==> src/rtl/fetch_pkg.sv <==
// Shared types and constants for the instruction fetch unit.
package fetch_pkg;

  localparam int ADDR_W_DEF = 8;
  localparam int DATA_W_DEF = 8;

  // Opcodes whose top two bits match this class carry a trailing immediate byte.
  localparam logic [1:0] TWO_BYTE_CLASS = 2'b11;

  typedef enum logic {
    S_OP  = 1'b0,
    S_IMM = 1'b1
  } state_t;

  function automatic logic is_two_byte(input logic [1:0] cls);
    return cls == TWO_BYTE_CLASS;
  endfunction

endpackage

==> src/rtl/fetch_unit.sv <==
// Byte-serial instruction fetch into an IF/ID register (1- or 2-byte instructions).
// Optional issued-instruction counter enabled by defining FETCH_PERF_CNT_EN.
module fetch_unit
  import fetch_pkg::*;
#(
  parameter int                ADDR_W   = ADDR_W_DEF,
  parameter int                DATA_W   = DATA_W_DEF,
  parameter logic [ADDR_W-1:0] RESET_PC = '0
) (
  input  logic              clk,
  input  logic              rst,
  output logic [ADDR_W-1:0] i_addr,
  input  logic [DATA_W-1:0] i_data,
  input  logic              stall,
  input  logic              redirect,
  input  logic [ADDR_W-1:0] target,
`ifdef FETCH_PERF_CNT_EN
  output logic [15:0]       fetch_cnt,
`endif
  output logic              if_valid,
  output logic [DATA_W-1:0] if_opcode,
  output logic [DATA_W-1:0] if_imm,
  output logic [ADDR_W-1:0] if_pc_next
);

  state_t            r_state;
  logic [ADDR_W-1:0] r_pc;
  logic [DATA_W-1:0] r_op_lat;

  state_t            w_state_n;
  logic [ADDR_W-1:0] w_pc_n;
  logic [ADDR_W-1:0] w_pc_inc;
  logic [DATA_W-1:0] w_op_lat_n;
  logic              w_valid_n;
  logic [DATA_W-1:0] w_opcode_n;
  logic [DATA_W-1:0] w_imm_n;
  logic [ADDR_W-1:0] w_pc_next_n;

  assign i_addr   = r_pc;
  assign w_pc_inc = r_pc + ADDR_W'(1);

  always_comb begin
    w_state_n   = r_state;
    w_pc_n      = r_pc;
    w_op_lat_n  = r_op_lat;
    w_valid_n   = if_valid;
    w_opcode_n  = if_opcode;
    w_imm_n     = if_imm;
    w_pc_next_n = if_pc_next;
    // Redirect beats stall; the payload fields are left as they were.
    if (redirect) begin
      w_pc_n    = target;
      w_state_n = S_OP;
      w_valid_n = 1'b0;
    end else if (!stall) begin
      w_pc_n = w_pc_inc;
      case (r_state)
        S_OP: begin
          if (is_two_byte(i_data[7:6])) begin
            w_op_lat_n = i_data;
            w_valid_n  = 1'b0;
            w_state_n  = S_IMM;
          end else begin
            w_opcode_n  = i_data;
            w_imm_n     = '0;
            w_pc_next_n = w_pc_inc;
            w_valid_n   = 1'b1;
          end
        end
        S_IMM: begin
          w_opcode_n  = r_op_lat;
          w_imm_n     = i_data;
          w_pc_next_n = w_pc_inc;
          w_valid_n   = 1'b1;
          w_state_n   = S_OP;
        end
        default: w_state_n = S_OP;
      endcase
    end
  end

  always_ff @(posedge clk or negedge rst) begin
    if (!rst) begin
      r_state    <= S_OP;
      r_pc       <= RESET_PC;
      r_op_lat   <= '0;
      if_valid   <= 1'b0;
      if_opcode  <= '0;
      if_imm     <= '0;
      if_pc_next <= '0;
`ifdef FETCH_PERF_CNT_EN
      fetch_cnt  <= '0;
`endif
    end else begin
      r_state    <= w_state_n;
      r_pc       <= w_pc_n;
      r_op_lat   <= w_op_lat_n;
      if_valid   <= w_valid_n;
      if_opcode  <= w_opcode_n;
      if_imm     <= w_imm_n;
      if_pc_next <= w_pc_next_n;
`ifdef FETCH_PERF_CNT_EN
      // Count only cycles that actually load a valid instruction.
      if (!redirect && !stall && w_valid_n)
        fetch_cnt <= fetch_cnt + 16'd1;
`endif
    end
  end

endmodule

==> config.mk <==
export PLATFORM = sky130hd
export DESIGN_NAME = fetch_unit
export DESIGN_NICKNAME = d
export VERILOG_FILES = /design/src/rtl/fetch_pkg.sv /design/src/rtl/fetch_unit.sv
export SDC_FILE = /design/constraint.sdc
export NUM_CORES = 1
export LEC_CHECK = 0
export CAP_MARGIN = 20
export CORE_MARGIN = 5
export CORE_UTILIZATION = 44
export CTS_BUF_LIST = sky130_fd_sc_hd__clkbuf_8
export DETAILED_ROUTE_END_ITERATION = 16
export GPL_TIMING_DRIVEN = 0
export PLACE_DENSITY_LB_ADDON = 0.15
export SETUP_SLACK_MARGIN = 0.2
export SYNTH_ARGS = -nofsm -noshare
export SYNTH_HDL_FRONTEND = slang
export SYNTH_SLANG_ARGS = --single-unit
==> constraint.sdc <==
create_clock -name clk -period 1.4 [get_ports clk]
set_input_delay 0.21 -clock clk [delete_from_list [all_inputs] [get_ports clk]]
set_output_delay 0.21 -clock clk [all_outputs]
set_load 0.02 [all_outputs]
# Yosys cells after proc, flatten, opt, wreduce, memory -nomap -nowiden
# Cells that the tools add are included.
# totals
reg_bits	42
inputBits	20
out_inout_bits	33
word_cells	32
# classes
add_sub_neg	1
n_eq_ne	3
mux	16
bitwise	3
n_reduce_logical	2
# op_table
op	n
8-bit one-hot mux with 2 select lines	3
8-bit 2-to-1 mux	5
8-bit by 1-bit adder with 8-bit output, second input constant	1
1-bit 2-to-1 mux	6
1-bit one-hot mux with 2 select lines	2
4-bit AND reduction	1
1-bit inverter	3
3-bit AND reduction	1
2-bit equality test, second input constant	1
2-bit by 1-bit != test with 1-bit output, second input constant	1
2-bit != test, second input constant	1

# Logic depth before layout (Yosys ltp)
# Gate-level depths: netlist of run 1.
# logic_depth
depth_word	5
ltp_mapped	5
mapped_depth_nobuf	4

# Worst setup path after synthesis of run 1
# No wires, ideal clock.
# synth_path
path_type	register to register
startpoint	register r_pc[0], in the netlist i_addr[0]
endpoint	register r_pc[6], in the netlist i_addr[6]
setup_ns	0.082
arrival_time_ns	1.547
required_ns	1.318
slack_ns	-0.228
stages_incl_launch_ff	5
n_path_buf	0
synth_period_minus_slack_ns	1.628
cell_sequence	dfrtp_1 > ha_1 > nand3_1 > or4_1 > a31oi_1
# synth_via
elab_chain_cells	3
# synth_lines
item	line_no	text
start, declared	fetch_unit.sv:27	logic [ADDR_W-1:0] r_pc;
start signal, assigned	fetch_unit.sv:96	r_pc <= w_pc_n;
8-bit by 1-bit adder with 8-bit output	fetch_unit.sv:40	assign w_pc_inc = r_pc + ADDR_W'(1);
8-bit 2-to-1 mux	fetch_unit.sv:55	end else if (!stall) begin
8-bit 2-to-1 mux	fetch_unit.sv:51	if (redirect) begin
# No other way between the ends. The select of a mux whose other input is x is not followed.
# A chain may end at the register's enable or synchronous reset.

# Final worst setup path of run 1
# Same ends and word-level chain as after synthesis.

==> run metrics, run 1 <==
status complete, but fails checks; failing checks setup timing; share of layout cells above drive strength 1 44.9%; crit share post-route 101%; starting density of the core 46.1%; initial antenna violation count 0; first-pass GRT wire length 7.69 mm; RSZ-0062 raised after global routing yes; area leader, netlist dfrtp_1; ys async rst share 100%; GP Congestion 0.832; Area contributors post-synth dfrtp_1 (56%), o21ai_0 (7.5%), mux2i_1 (5.9%), mux2_2 (5.4%), a22o_1 (3.7%); Final nets 265; Worst path top cell family by delay simple AND/OR/NAND/NOR gates; DR DRC count 0; FMAX 704 MHz; CP cell instances ha_4 > nand3_4 > or4_1 > a31oi_1; Die Ht 75.2 um; Clk pwr share 26.6%; Req. time, crit path 1.61 ns; antenna cells 0; CTS Buffer Depth 2; Seq cells post-synth 42; setup violators final 1; Hold WS 0.356 ns; hpwl dp 3.23 mm; CTS tree yes; H-tree Lvls 2; ys flop type dfrtp_1; Core Footprint 4060 um^2; Pins Over Slew Limit 0; I/O Pins 53; hold path depth 2; Crit. End Element flip-flop; Tmin final 1.42 ns; Layout area overhead 52.0%; via count 1,643; initial drt markers 75; relative slew slack 67.0%; critical path arrival 1.63 ns; Num CTS Buffers 5; worst-margin pin slew 0.495 ns; post-route core utilization 70.1%; CP bufs+invs 0; Mapped Cells 162; Die Wd 75.2 um; Avg Inst Size Synth 11.5 um^2; Synth top area share 56.2%; Seq/Total Area, Yosys 56.2%; Post-synth EDFFs 0; First-pass DRT Iterations 4; power per cell area 1200 nW/um^2; worst hold-check path type in -> reg; drt total wl 5.24 mm; Maximum Capacitance Violations 0; warnings from Yosys 0; Syn Nets 183; Pleak 1.28 nW; met2 usage 29.6%; Clock Latency Late Sink 0.29 ns; VDD IR max 695 uV; R2R Setup Slk -0.02 ns; clk sinks 42; GRT Total Usage 17.9%; vias per cell 5.57; # rows 23; Slowest-stage cell, CP dfrtp_2; grt ovf 0; clock slew seen by the registers of the worst setup and hold paths 0.08 ns; met3 usage 3.47%; Final Skew 0.00376 ns; post-route ant nets 0; Pint 0.00236 W; vias in the first global route 1,586; Post-Syn Area 1870 um^2; setup ws final -0.0195 ns; CP peak stage delay 0.46 ns; synth unique cells 32; top-count cell post-synth dfrtp_1; Placed Area 2520 um^2; fillers 298; sw power 0.00105 W; post-layout instance area 2840 um^2; CP Class reg -> reg; Logic pwr share 28.4%; gr busiest metal met2; I/O Buffers 51; Seq pwr share 45.0%; worst-path fanout max 6; Crit. path cell count 4; startpoint class of the critical path flip-flop; synth cell count leaders dfrtp_1 (42), o21ai_0 (28), mux2i_1 (11); grt met1 use 23.7%; Root Driver clkbuf_8; switching part of the total 30.8%; endpoints failing hold 0; routed len/inst 17.8 um; area of the die 5660 um^2; pin count of the biggest net entering global routing 24; R2R depth 4
-- stage by stage --
step	std cells	worst slack, ns	TNS (ns)	power (W)
5_1_grt	295	-0.0515	-0.0846	0.00357
3_3_place_gp	263	-1.07	-48.68	0.00241
6_report	295	-0.0195	-0.0195	0.00341
2_1_floorplan	162	0.0385	0	0.00199
3_5_place_dp	264	-0.479	-9.75	0.00244
4_1_cts	284	0.00487	0	0.00332
-- path summary, 6_finish.rpt --
check / startpoint / to
worst max-delay path: i_addr[0]$_DFFE_PN0P_ / i_addr[6]$_DFFE_PN0P_
worst min-delay path: i_data[6] / if_imm[6]$_DFFE_PN0P_
worst max register to register: i_addr[0]$_DFFE_PN0P_ / i_addr[6]$_DFFE_PN0P_
worst min register to register: r_op_lat[7]$_DFFE_PN0P_ / r_op_lat[7]$_DFFE_PN0P_
max in group asynchronous: rst / i_addr[1]$_DFFE_PN0P_
min in group asynchronous: rst / if_imm[0]$_DFFE_PN0P_
-- timing repair --
action	CTS	global route
hold buffers	1	0
gates cloned	0	1
pin swaps	18	13
endpoints found under the hold margin	19	0
setup endpoints to repair	69	58
gates resized for setup	91	85
buffers inserted	11	10
-- state kept, by name, indices dropped and copies added, names as in the netlist --
signal      flops
if_pc_next      8
if_opcode       8
i_addr          8
r_op_lat        8
if_imm          8
if_valid        1
r_state         1
-- cells by family (layout without fill, tap and decap cells) --
| kind of cell | after synthesis | in the layout | synth area share, % |
|---|---|---|---|
| xor gates and xnor gates | 5 | 5 | 2.34 |
| and+or+nand+nor | 31 | 31 | 9.77 |
| adders and majority gates | 1 | 1 | 0.669 |
| DFF | 42 | 42 | 56.2 |
| muxes | 20 | 20 | 11.3 |
| buffers and inverters | 11 | 94 | 2.41 |
| AOI/OAI and AO/OA | 52 | 52 | 17.3 |
-- power groups by stage --
stage / clock network, W / logic [W] / registers (W)
after floorplan: 0 / 0.000292 / 0.00169
after global placement: 0 / 0.000866 / 0.00154
after detailed placement: 0 / 0.000889 / 0.00155
after CTS: 0.000915 / 0.000876 / 0.00153
after global routing: 0.000976 / 0.00104 / 0.00155
final: 0.000905 / 0.000967 / 0.00153
-- cell type report --
class / instances / area [um^2] / share of cell area (%)
buffer: 9 / 70.1 / 2.46
clock buffer: 8 / 110 / 3.87
inverter: 2 / 7.51 / 0.264
multi-input combinational: 109 / 930 / 32.7
sequential: 42 / 1060 / 37.2
tap: 50 / 62.6 / 2.20
timing repair buffer: 75 / 606 / 21.3
-- placed cells by master (no fill, tap or decap), types with 2 or more instances in the layout --
| cell type | n |
|---|---|
| clkdlybuf4s15_2 | 3 |
| o21ai_0 | 6 |
| clkbuf_2 | 22 |
| dlygate4sd2_1 | 4 |
| a31oi_1 | 4 |
| buf_2 | 6 |
| nand2b_1 | 2 |
| o311a_1 | 3 |
| o31ai_1 | 2 |
| or3_1 | 2 |
| o21ai_2 | 9 |
| nor2_1 | 7 |
| mux2_4 | 9 |
| mux2i_1 | 11 |
| dfrtp_1 | 36 |
| a21oi_2 | 4 |
| buf_4 | 17 |
| clkbuf_1 | 2 |
| buf_6 | 9 |
| nand2_1 | 4 |
| clkdlybuf4s15_1 | 3 |
| clkdlybuf4s50_1 | 14 |
| clkbuf_8 | 8 |
| o21ai_1 | 13 |
| dfrtp_2 | 6 |
| a22o_1 | 8 |
| xnor2_1 | 3 |
-- routing by layer --
layer	wire length (um)	vias up
li1	-	759
met1	2120	811
met2	2720	66
met3	335	7
met4	61	0
met5	0	-
(Power assumes the default switching activity.)
==> run 2: changes to the inputs <==
--- a/config.mk
+++ b/config.mk
@@ -6,7 +6,7 @@
 export NUM_CORES = 1
 export LEC_CHECK = 0
 export CAP_MARGIN = 20
-export CORE_MARGIN = 5
+export CORE_MARGIN = 4
 export CORE_UTILIZATION = 44
 export CTS_BUF_LIST = sky130_fd_sc_hd__clkbuf_8
 export DETAILED_ROUTE_END_ITERATION = 16
==> constraint.sdc (replaced) <==
create_clock -name clk -period 1.4 [get_ports clk]
set_input_delay 0.35 -clock clk [delete_from_list [all_inputs] [get_ports clk]]
set_output_delay 0.35 -clock clk [all_outputs]
set_load 0.02 [all_outputs]
==> run 2 against run 1 <==
Compared with the run above: register-to-register slack worse by 0.02 ns; maximum frequency fell by 1.3%; critical endpoint is now i_addr[5]$_DFFE_PN0P_; largest power group unchanged; power rose by 13%; sequential share of layout area shrank 5.7 points; critical path depth stayed put; critical path type unchanged; clock power grew 4.5%; first-iteration DRC count grew 59%; the run still ends with setup timing left; non-clock buffer count rose by 36; hold slack better by 0.12 ns.
==> run metrics, run 2 (synthesis results as in run 1) <==
status complete, but fails checks; failing checks setup timing; DR DRC count 0 (unchanged); met2 usage 33.5% (+3.9 points); setup ws final -0.0380 ns (-0.0185 ns); drt total wl 6.18 mm (+18%); Crit. End Element flip-flop; Hold WS 0.481 ns (+0.125 ns); starting density of the core 46.1% (unchanged); gr busiest metal met2; sw power 0.00117 W (+12%); first-pass GRT wire length 8.29 mm (+7.8%); vias per cell 5.61 (+0.73%); worst hold-check path type reg -> reg; power per cell area 1140 nW/um^2 (-4.4%); endpoints failing hold 0 (unchanged); met3 usage 4.96% (+1.5 points); startpoint class of the critical path flip-flop; pin count of the biggest net entering global routing 27 (+13%); clock slew seen by the registers of the worst setup and hold paths 0.08 ns (about the same); Final Total Pwr 0.00384 W (+13%); Pins Over Slew Limit 0 (unchanged); RSZ-0062 raised after global routing yes; most frequent cells in the layout buf_4 (51), dfrtp_1 (36), buf_6 (35), clkdlybuf4s50_1 (14); hpwl dp 3.16 mm (-2.2%); post-route ant nets 0 (unchanged); commonest non-fill, non-tap cell in the layout buf_4; clk sinks 42 (unchanged); Req. time, crit path 1.58 ns (-0.03 ns); relative slew slack 71.6% (+4.6 points); CTS Buffer Depth 2 (unchanged); routed len/inst 18.7 um (+5.2%); Die Ht 73.2 um (-2.7%); worst-margin pin slew 0.426 ns (-0.0686 ns); via count 1,857 (+13%); Layout area overhead 79.4%; setup violators final 1 (unchanged); Clk pwr share 24.6% (-2.0 points); CP Class reg -> reg; area of the die 5360 um^2 (-5.2%); FF/Latch Area 1060 um^2 (unchanged); CTS tree yes; I/O Pins 53 (unchanged); Seq pwr share 40.1% (-4.9 points); Root Driver clkbuf_8; Setup TNS Final -0.0380 ns (-0.0185 ns); Core Footprint 4060 um^2 (unchanged); Final Skew 0.00656 ns (+0.00280 ns); share of layout cells above drive strength 1 54.4% (+9.6 points); GRT Total Usage 20.4% (+2.5 points); grt met1 use 26.1% (+2.4 points); Pleak 1.55 nW (+21%); crit share post-route 103% (+1.3 points); vias in the first global route 1,709 (+7.8%); H-tree Lvls 2 (unchanged); switching part of the total 30.4% (-0.35 points); GP Congestion 0.843 (+1.2%); Final nets 301 (+14%); Maximum Capacitance Violations 0 (unchanged); initial antenna violation count 0 (unchanged); I/O Buffers 51 (unchanged); critical path arrival 1.62 ns (about the same); # rows 23 (unchanged); First-pass DRT Iterations 4 (unchanged); initial drt markers 119 (+59%); Pint 0.00267 W (+13%); FMAX 695 MHz (-1.3%); area occupied by multi-input gates 951 um^2 (+2.3%); antenna cells 0 (unchanged); grt ovf 0 (unchanged); Clock Latency Late Sink 0.30 ns (about the same); Die Wd 73.2 um (-2.7%); Num CTS Buffers 5 (unchanged); Logic pwr share 35.3% (+6.9 points); fillers 219 (-27%); post-route core utilization 82.7% (+13 points); VDD IR max 895 uV (+29%); Tmin final 1.44 ns (+0.0185 ns); worst-path fanout max 7 (+1); worst slack at placement -0.579 ns (-0.0997 ns)
[run 2: cell types whose count changed in the layout (fill, tap and decap cells not counted), sizes merged]
cell and delta:
buf +63, clkbuf -23, clkdlybuf4s15 -5, dlygate4sd2 -2, inv +2, bufinv +1
[run 2: final timing paths]
kind                            cells after the start               startpoint  slack [ns]                        end
worst max-delay path                                4    i_addr[1]$_DFFE_PN0P_       -0.04      i_addr[5]$_DFFE_PN0P_
min in group asynchronous                           2                      rst        0.51  if_pc_next[6]$_DFFE_PN0P_
worst min register to register                      1  r_op_lat[6]$_DFFE_PN0P_        0.48    r_op_lat[6]$_DFFE_PN0P_
worst min-delay path                                1  r_op_lat[6]$_DFFE_PN0P_        0.48    r_op_lat[6]$_DFFE_PN0P_
max in group asynchronous                           3                      rst        0.40      i_addr[4]$_DFFE_PN0P_
worst max register to register                      4    i_addr[1]$_DFFE_PN0P_       -0.04      i_addr[5]$_DFFE_PN0P_
[run 2: power groups by stage]
stage / combinational [W] / clock (W) / sequential (W)
after floorplan: 0.000302 / 0 / 0.00170
after global placement: 0.000873 / 0 / 0.00154
after detailed placement: 0.000894 / 0 / 0.00155
after CTS: 0.000966 / 0.000953 / 0.00152
after global routing: 0.00144 / 0.00100 / 0.00156
final: 0.00135 / 0.000946 / 0.00154
[run 2: what timing repair did]
item                                    in CTS  in global routing
pin swaps                                   15                 15
cloned                                       0                  1
hold endpoints to repair                    16                  0
buffers inserted                            26                 31
hold buffers                                 1                  0
endpoints found under the setup margin      73                 71
resized for setup                          175                 80
[run 2: metrics by stage]
stage | std cells | area, um^2
floorplan | 162 | 1940
global placement | 263 | 2520
detailed placement | 264 | 2530
CTS | 299 | 2820
global route | 331 | 3360
finish | 331 | 3360
[run 2: critical path, cell delays in order, from the launching register on]
cell	delay (ns)
dfrtp_2	0.43
buf_4	0.14
nand4_4	0.13
o311a_1	0.35
a221o_1	0.28
[run 2: routing by layer]
metal,share of wire (%),up-vias
met5,0,-
met4,2.3,0
met3,5.8,14
met2,52,88
met1,40,925
li1,-,830
[run 2: cell type report]
type	instances	share of cell area, %
clock buffers	5	2.05
well taps	50	1.86
inverters	2	0.261
repair buffers	111	32.1
clock inverters	3	1.12
plain buffers	9	2.72
flip-flops and latches	42	31.5
multi-input cells	109	28.3
